==> src/rtl/seg7_scan_driver_if.sv <==
// Signal bundle for seg7_scan_driver: host-side load/data/enable lines and the
// multiplexed display drive lines. master = host, slave = scan driver.
interface seg7_scan_driver_if #(
    parameter int NUM_DIGITS = 8
);
    logic                    load;
    logic [4*NUM_DIGITS-1:0] data;
    logic [NUM_DIGITS-1:0]   dp_in;
    logic [NUM_DIGITS-1:0]   digit_en;
    logic [NUM_DIGITS-1:0]   sel;
    logic [6:0]              seg;
    logic                    dp_out;
    logic                    frame_done;

    modport master (
        output load, data, dp_in, digit_en,
        input  sel, seg, dp_out, frame_done
    );

    modport slave (
        input  load, data, dp_in, digit_en,
        output sel, seg, dp_out, frame_done
    );
endinterface

==> src/rtl/seg7_scan_driver.sv <==
// Time-multiplexed, double-buffered common-anode 7-segment scan driver.
// Optional leading-zero blanking is built when SEG_LZB_EN is defined.
module seg7_scan_driver #(
    parameter int NUM_DIGITS  = 8,
    parameter int REFRESH_DIV = 100000
) (
    input  logic              clk,
    input  logic              rst_n,
    seg7_scan_driver_if.slave bus
);
    localparam int IW = $clog2(NUM_DIGITS);
    localparam int DW = $clog2(REFRESH_DIV);
    localparam logic [IW-1:0] IDX_LAST = IW'(NUM_DIGITS - 1);
    localparam logic [DW-1:0] DIV_LAST = DW'(REFRESH_DIV - 1);

    logic [DW-1:0]           div_cnt;
    logic [IW-1:0]           idx;
    logic [IW-1:0]           idx_nx;
    logic                    tc;
    logic                    frame_bound;

    logic [4*NUM_DIGITS-1:0] stg_data;
    logic [NUM_DIGITS-1:0]   stg_dp;
    logic [4*NUM_DIGITS-1:0] disp_data;
    logic [NUM_DIGITS-1:0]   disp_dp;
    logic [4*NUM_DIGITS-1:0] disp_data_nx;
    logic [NUM_DIGITS-1:0]   disp_dp_nx;
    logic [NUM_DIGITS-1:0]   blank_nx;

    logic [3:0]              nib;
    logic [NUM_DIGITS-1:0]   sel_q;
    logic [NUM_DIGITS-1:0]   sel_nx;
    logic [6:0]              seg_q;
    logic [6:0]              seg_nx;
    logic                    dp_q;
    logic                    dp_nx;
    logic                    fd_q;

    function automatic logic [6:0] hex7(input logic [3:0] h);
        case (h)
            4'h0: hex7 = 7'h40;
            4'h1: hex7 = 7'h79;
            4'h2: hex7 = 7'h24;
            4'h3: hex7 = 7'h30;
            4'h4: hex7 = 7'h19;
            4'h5: hex7 = 7'h12;
            4'h6: hex7 = 7'h02;
            4'h7: hex7 = 7'h78;
            4'h8: hex7 = 7'h00;
            4'h9: hex7 = 7'h10;
            4'hA: hex7 = 7'h08;
            4'hB: hex7 = 7'h03;
            4'hC: hex7 = 7'h46;
            4'hD: hex7 = 7'h21;
            4'hE: hex7 = 7'h06;
            default: hex7 = 7'h0E;
        endcase
    endfunction

    assign tc          = (div_cnt == DIV_LAST);
    assign frame_bound = tc && (idx == IDX_LAST);
    assign idx_nx      = (idx == IDX_LAST) ? '0 : idx + IW'(1);

    always_ff @(posedge clk or negedge rst_n) begin
        if (!rst_n) begin
            div_cnt <= '0;
            idx     <= IDX_LAST;
        end else begin
            div_cnt <= tc ? '0 : div_cnt + DW'(1);
            if (tc)
                idx <= idx_nx;
        end
    end

    // Staging takes every load; display only advances at a frame boundary,
    // and a coincident load lands in staging after display has copied the old value.
    always_ff @(posedge clk or negedge rst_n) begin
        if (!rst_n) begin
            stg_data  <= '0;
            stg_dp    <= '0;
            disp_data <= '0;
            disp_dp   <= '0;
        end else begin
            if (bus.load) begin
                stg_data <= bus.data;
                stg_dp   <= bus.dp_in;
            end
            if (frame_bound) begin
                disp_data <= stg_data;
                disp_dp   <= stg_dp;
            end
        end
    end

    // Outputs register on the same edge as the display swap, so look through to staging.
    assign disp_data_nx = frame_bound ? stg_data : disp_data;
    assign disp_dp_nx   = frame_bound ? stg_dp   : disp_dp;

`ifdef SEG_LZB_EN
    logic [NUM_DIGITS-1:0] lz_mask;
    logic [NUM_DIGITS-1:0] lz_nx;
    logic [NUM_DIGITS-1:0] lz_cur;
    logic                  zero_above;

    always_comb begin
        lz_nx      = '0;
        zero_above = 1'b1;
        for (int unsigned i = NUM_DIGITS - 1; i >= 1; i--) begin
            zero_above = zero_above && (stg_data[4*i +: 4] == 4'h0);
            lz_nx[i]   = zero_above && !stg_dp[i];
        end
    end

    always_ff @(posedge clk or negedge rst_n) begin
        if (!rst_n)
            lz_mask <= '0;
        else if (frame_bound)
            lz_mask <= lz_nx;
    end

    assign lz_cur   = frame_bound ? lz_nx : lz_mask;
    assign blank_nx = ~bus.digit_en | lz_cur;
`else
    assign blank_nx = ~bus.digit_en;
`endif

    always_comb begin
        nib    = disp_data_nx[idx_nx*4 +: 4];
        sel_nx = '1;
        seg_nx = 7'h7F;
        dp_nx  = 1'b1;
        if (!blank_nx[idx_nx]) begin
            sel_nx[idx_nx] = 1'b0;
            seg_nx         = hex7(nib);
            dp_nx          = ~disp_dp_nx[idx_nx];
        end
    end

    always_ff @(posedge clk or negedge rst_n) begin
        if (!rst_n) begin
            sel_q <= '1;
            seg_q <= 7'h7F;
            dp_q  <= 1'b1;
            fd_q  <= 1'b0;
        end else begin
            fd_q <= frame_bound;
            if (tc) begin
                sel_q <= sel_nx;
                seg_q <= seg_nx;
                dp_q  <= dp_nx;
            end
        end
    end

    assign bus.sel        = sel_q;
    assign bus.seg        = seg_q;
    assign bus.dp_out     = dp_q;
    assign bus.frame_done = fd_q;
endmodule
==> src/flat_wrapper.sv <==
// flat-port wrapper written by rule: the top's interface ports become plain ports
module seg7_scan_driver_flat 
#(
    parameter int NUM_DIGITS  = 8,
    parameter int REFRESH_DIV = 100000
)
  (clk, rst_n, bus_load, bus_data, bus_dp_in, bus_digit_en, bus_sel, bus_seg, bus_dp_out, bus_frame_done);
  seg7_scan_driver_if #(.NUM_DIGITS(NUM_DIGITS)) bus_i ();
  input  logic clk;
  input  logic rst_n;
  input wire logic [$bits(bus_i.load)-1:0] bus_load;
  input wire logic [$bits(bus_i.data)-1:0] bus_data;
  input wire logic [$bits(bus_i.dp_in)-1:0] bus_dp_in;
  input wire logic [$bits(bus_i.digit_en)-1:0] bus_digit_en;
  output wire logic [$bits(bus_i.sel)-1:0] bus_sel;
  output wire logic [$bits(bus_i.seg)-1:0] bus_seg;
  output wire logic [$bits(bus_i.dp_out)-1:0] bus_dp_out;
  output wire logic [$bits(bus_i.frame_done)-1:0] bus_frame_done;
  assign bus_i.load = bus_load;
  assign bus_i.data = bus_data;
  assign bus_i.dp_in = bus_dp_in;
  assign bus_i.digit_en = bus_digit_en;
  assign bus_sel = bus_i.sel;
  assign bus_seg = bus_i.seg;
  assign bus_dp_out = bus_i.dp_out;
  assign bus_frame_done = bus_i.frame_done;
  seg7_scan_driver #(.NUM_DIGITS(NUM_DIGITS), .REFRESH_DIV(REFRESH_DIV)) u_core (.clk(clk), .rst_n(rst_n), .bus(bus_i));
endmodule
==> config.mk <==
export PLATFORM = sky130hd
export DESIGN_NAME = seg7_scan_driver_flat
export DESIGN_NICKNAME = d
export VERILOG_FILES = /design/src/rtl/seg7_scan_driver_if.sv /design/src/rtl/seg7_scan_driver.sv /design/src/flat_wrapper.sv
export SDC_FILE = /design/constraint.sdc
export NUM_CORES = 1
export LEC_CHECK = 0
export ABC_AREA = 1
export BUFFER_PORTS_ARGS = -buffer_cell sky130_fd_sc_hd__buf_2
export CAP_MARGIN = 20
export CORE_MARGIN = 2
export CORE_UTILIZATION = 50
export DETAILED_ROUTE_END_ITERATION = 16
export PLACE_DENSITY = 0.74
export SLEW_MARGIN = 20
export SYNTH_ARGS = -nofsm -noshare
export SYNTH_HDL_FRONTEND = slang
export SYNTH_SLANG_ARGS = --single-unit
==> constraint.sdc <==
create_clock -name clk -period 7.6 [get_ports clk]
set_clock_uncertainty 0.05 [all_clocks]
set_input_delay 0.38 -clock clk [delete_from_list [all_inputs] [get_ports clk]]
set_output_delay 0.38 -clock clk [all_outputs]
set_load 0.05 [all_outputs]
==> Word level (Yosys, flattened, before mapping) <==
Memories as Yosys holds them, arrays and structs flattened.
Index checks and enable logic that the tools add are counted.
{ "classes": {"add_sub_neg": 2, "n_lt_le_gt_ge": 2, "eq_ne": 2, "shift": 1, "mux": 13, "n_bitwise": 3, "reduce_logical": 2} }
{ "ops": {"columns": ["operator", "count"], "rows": [
  ["$mux 32", 1],
  ["$shiftx 32x6->4", 1],
  ["$add 17x1->17 const B", 1],
  ["$eq 17x17->1 const B", 1],
  ["$mux 17", 1],
  ["$mux 8", 2],
  ["$not 8->8", 2],
  ["$mux 7", 1],
  ["$bmux 1 s3", 2],
  ["$lt 3x4->1 const B", 1],
  ["$mux 1", 4],
  ["$add 3x1->3 const B", 1],
  ["$demux 1 s3", 1],
  ["$eq 3x3->1 const B", 1],
  ["$ge 3x1->1 const B", 1],
  ["$mux 3", 1],
  ["$logic_and 1x1->1", 2],
  ["$not 1->1", 1]
]} }
{ "totals": {"ff_bits": 117, "romBits": 112, "input_bits": 51, "out_inout_bits": 17, "n_memories": 1} }
{ "memory_table": {"columns": ["memory", "words", "word_bits", "rd", "rd_clocked_by_memory_dff", "wr", "line", "rtl"], "rows": [
  ["(name not given)", 16, 7, 1, 0, 0, "seg7_scan_driver.sv:40", "case (h)"]
]} }

==> Logic depth before layout (Yosys ltp) <==
{ "logic_depth": {"depth_word": 8, "depth_mapped": 21, "mapped_depth_nobuf": 20} }

==> Worst setup path after synthesis <==
No wires, ideal clock.
{ "synth_path": {"path_kind": "register to register", "start": "register u_core.idx[0]", "end": "register u_core.seg_q[0], in the netlist u_core.bus.seg[0]", "setup_time_ns": 0.064, "t_arrival_ns": 2.501, "required_ns": 7.486, "path_slack_ns": 4.985, "path_stages_with_launch": 17, "path_buffers": 3, "synth_period_minus_slack_ns": 2.615, "cell_sequence": "dfstp_2 > ha_1 > ha_1 > buf_2 > buf_2 > buf_2 > nand4_1 > nand3_1 > nand2_1 > nor2_1 > nand2_1 > inv_1 > ha_1 > nand3_1 > a21oi_1 > nor2_1 > nor2_2"} }
{ "synth_via": {"elab_chain_len": 6, "elab_cells_between_ends": 10, "cone_classes": "add/sub: 1; eq/ne: 1; shift: 1; mux: 5; reduce/logical: 1; memory: 1"} }
{ "synth_rtl": {"columns": ["item", "line", "rtl"], "rows": [
  ["from (decl)", "seg7_scan_driver.sv:17", "logic [IW-1:0] idx;"],
  ["from (signal assigned)", "seg7_scan_driver.sv:71", "idx <= idx_nx;"],
  ["parallel branches: the longest is 5 deep, another holds $mem_v2 16x7", null, null],
  ["$mux 7 (*)", "seg7_scan_driver.sv:132", "if (!blank_nx[idx_nx]) begin"],
  ["to (signal assigned)", "seg7_scan_driver.sv:149", "seg_q <= seg_nx;"],
  ["to (decl)", "seg7_scan_driver.sv:33", "logic [6:0] seg_q;"]
]} }
Mark *: on every way between the ends. The select of a mux whose other input is x is not followed.
A chain may end at the register's enable or synchronous reset.

==> Worst setup path after layout <==
{ "layout_path": {"start": "register u_core.idx[0]", "end": "register u_core.seg_q[3], in the netlist u_core.bus.seg[3]"} }
Same word-level chain as after synthesis.

==> impl_metrics.tcl <==
set metrics [dict create \
    status "finished, final reports clean" \
    ys_top_cells_by_count "nand2_1, inv_1, dfrtp_1, nand3_1, nor2_1" \
    critPathArrivalTime_ns 3.65 \
    min_period_ns 3.36 \
    core_um2 11500 \
    yosysTopAreaCellShare 0.416 \
    fin_crit_sh 0.442 \
    crit_chain "ha_1, ha_1, buf_4, nor2_4, inv_2, nor3_2, nand3_1, nand2_1, nor2_1, nand2_1, inv_1, ha_1, inv_1, nand3_1, nand3_1, nand3_1, nand2_1, inv_1" \
    max_freq_mhz 298 \
    cts_resized 0 \
    cts.htree.levels 4 \
    ctsHoldBuffers 0 \
    wl_mm 13.4 \
    dieArea_um2 12700 \
    ant_nets 0 \
    clock_path_buffers 2 \
    cts_tree "built" \
    route.detailed.wl_per_inst_um 14.5 \
    grt_usage 0.227 \
    yosysWarnings 0 \
    layout-drive-gt1-share 0.206 \
    crit_buf_inv 5 \
    cp.required_ns 7.89 \
    portBuffers 67 \
    gp_congestion 0.938 \
    dr.pass1.iters 5 \
    antenna_cells 0 \
    use_met3 0.0567 \
    overflow 0 \
    hp-class "primary input to async pin" \
    first_global_vias 4859 \
    worst_path_most_repeated_cell "nand3_1" \
    synth_area_um2 5900 \
    grt_max_degree 74 \
    grtUsageMet2 0.373 \
    synth-seq-cells 117 \
    path_max_fanout 34 \
    rsz0062_at_grt "false" \
    die_w_um 113 \
    cts_setup_buffers 0 \
    cts.sinks 117 \
    syn2layout_area_growth_pct 15.8 \
    cp_top_family "simple AND/OR/NAND/NOR gates" \
    synth.avg_cell_area_um2 8.34 \
    power_leakage_nw 3.62 \
    crit_path_top_delay_cell "nor3_2" \
    dpl.hpwl_mm 9.25 \
    synth_top_area_cell "dfrtp_1" \
    async_flop_share 1.00 \
    max_slew.worst_pin.slew_ns 0.861 \
    placementRows 39 \
    root_buffer "clkbuf_16" \
    drc 0 \
    dr.first_iter.drc_count 339 \
    cts_buffers 17 \
    crit_path_start_kind "flip-flop" \
    critPathKind "flip-flop to flip-flop" \
    grt_use_met1 0.290 \
    grt_pass1_wl_mm 22.9 \
    ir_worst_vdd_v 0.000122 \
    placed_cells 893 \
    via_per_inst 5.20 \
    relSlewSlack 0.426 \
    pin_count 68 \
    vias 4812 \
    nFillCells 956 \
    start_util 0.514 \
    clkTransAtPathRegs_ns 0.05 \
    synth_fp_nets 767 \
    setup_viol 0 \
    ys.flop_type "dfrtp_1" \
    synthTopCellsByArea "dfrtp_1, nand2_1, dfstp_2" \
    insertion_delay_ns 0.40 \
    synth.most_common_cell "nand2_1" \
    hold_viol 0 \
    cap_violations 0 \
    design_power_total_mw 1.46 \
    max_stage_delay_ns 0.60 \
    ys_seq_area_frac 0.501 \
    tns_ns 0 \
    synth_cells 707 \
    dieHeight_um 113 \
    top_usage_layer "met2" \
    endpoint_kind "flip-flop" \
    synth_cell_types 39 \
    maxSlewViolCount 0 \
    powerDensity_nw_per_um2 213 \
    antenna_found_initial 0 \
    synth_edf_count 0 \
    fin_nets 829 \
    finalNonFillerCells 925 \
]
-- worst paths after layout --
check | start | slack [ns] | endpoint | cells past startpoint
max in group asynchronous | rst_n | 6.32 | u_core.disp_data[1] | 2
setup reg to reg | u_core.idx[0] | 4.24 | u_core.bus.seg[3] | 18
min in group clk | bus_data[2] | 0.13 | u_core.stg_data[2] | 3
hold / removal | rst_n | 0.03 | u_core.disp_dp[7] | 1
setup / recovery | u_core.idx[0] | 4.24 | u_core.bus.seg[3] | 18
hold reg to reg | u_core.div_cnt[0] | 0.41 | u_core.div_cnt[0] | 1
-- routing by layer --
layer | wire, um | vias to the layer above | part of all wire
met4 | 255 | 0 | 0.019
met3 | 597 | 22 | 0.044
met5 | 0 | - | 0
li1 | - | 2368 | -
met1 | 5870 | 2313 | 0.44
met2 | 6720 | 109 | 0.50
-- layout make-up --
class | instances | area, um2 | share of cell area
flip-flops and latches | 117 | 2950 | 0.432
clock inverters | 4 | 45.0 | 0.00659
repair buffers | 70 | 360 | 0.0528
clock buffers | 28 | 517 | 0.0757
well taps | 143 | 179 | 0.0262
multi-input cells | 440 | 2320 | 0.339
inverters | 123 | 462 | 0.0676
-- per-stage QoR --
stage                     instance area [um2]  worst slack, ns   util  hold WS (ns)
after floorplan                          5900             4.99      -        0.0344
after global placement                   6270             4.44  0.547         0.394
after detailed placement                 6270             4.31  0.547         0.405
after CTS                                6830             4.29  0.596        0.0634
after global routing                     6830             3.92  0.596        0.0978
final                                    6830             4.24  0.596        0.0304
-- cells in the final DEF, fill, tap and decap left out, types with 3 or more instances in the layout --
cell type	instances
clkinv_2	3
and2_1	31
clkbuf_8	5
xor2_1	3
nor3_1	6
ha_1	9
a21oi_1	16
clkbuf_1	6
nand2_2	6
nor4_1	6
mux2_2	7
nand3_1	52
nor2_1	48
o21ai_0	41
nor2_2	5
o21ai_1	9
clkbuf_16	17
nand2_1	143
inv_1	111
or2_2	3
inv_2	12
buf_2	66
nor3_2	4
dfstp_2	19
dfrtp_1	98
buf_4	4
nand4_1	34
-- worst reg2reg max path, stage by stage (launching register included) --
cell and delay, ns:
dfstp_2 0.39, ha_1 0.21, ha_1 0.18, buf_4 0.25
nor2_4 0.22, inv_2 0.09, nor3_2 0.60, nand3_1 0.15
nand2_1 0.09, nor2_1 0.04, nand2_1 0.17, inv_1 0.14
ha_1 0.27, inv_1 0.09, nand3_1 0.08, nand3_1 0.09
nand3_1 0.07, nand2_1 0.08, inv_1 0.04
-- logic make-up after synthesis --
kind of cell / share of synthesized area
and+or+nand+nor: 0.288
muxes: 0.0134
xor gates and xnor gates: 0.00594
AOI/OAI and AO/OA: 0.0662
adders and majority gates: 0.0191
DFF: 0.501
buffers and inverters: 0.107
-- where the power goes --
part | switching, mW | internal [mW]
logic | 0.0380 | 0.0206
registers | 0.00647 | 0.644
clock network | 0.258 | 0.491
-- state kept, by name, summed over array words and instances (netlist names) --
| register | flops |
|---|---|
| u_core.disp_data | 32 |
| u_core.disp_dp | 8 |
| u_core.bus.dp_out | 1 |
| u_core.stg_dp | 8 |
| u_core.idx | 3 |
| u_core.div_cnt | 17 |
| u_core.bus.sel | 8 |
| u_core.stg_data | 32 |
| u_core.bus.frame_done | 1 |
| u_core.bus.seg | 7 |
(Power assumes the default switching activity.)
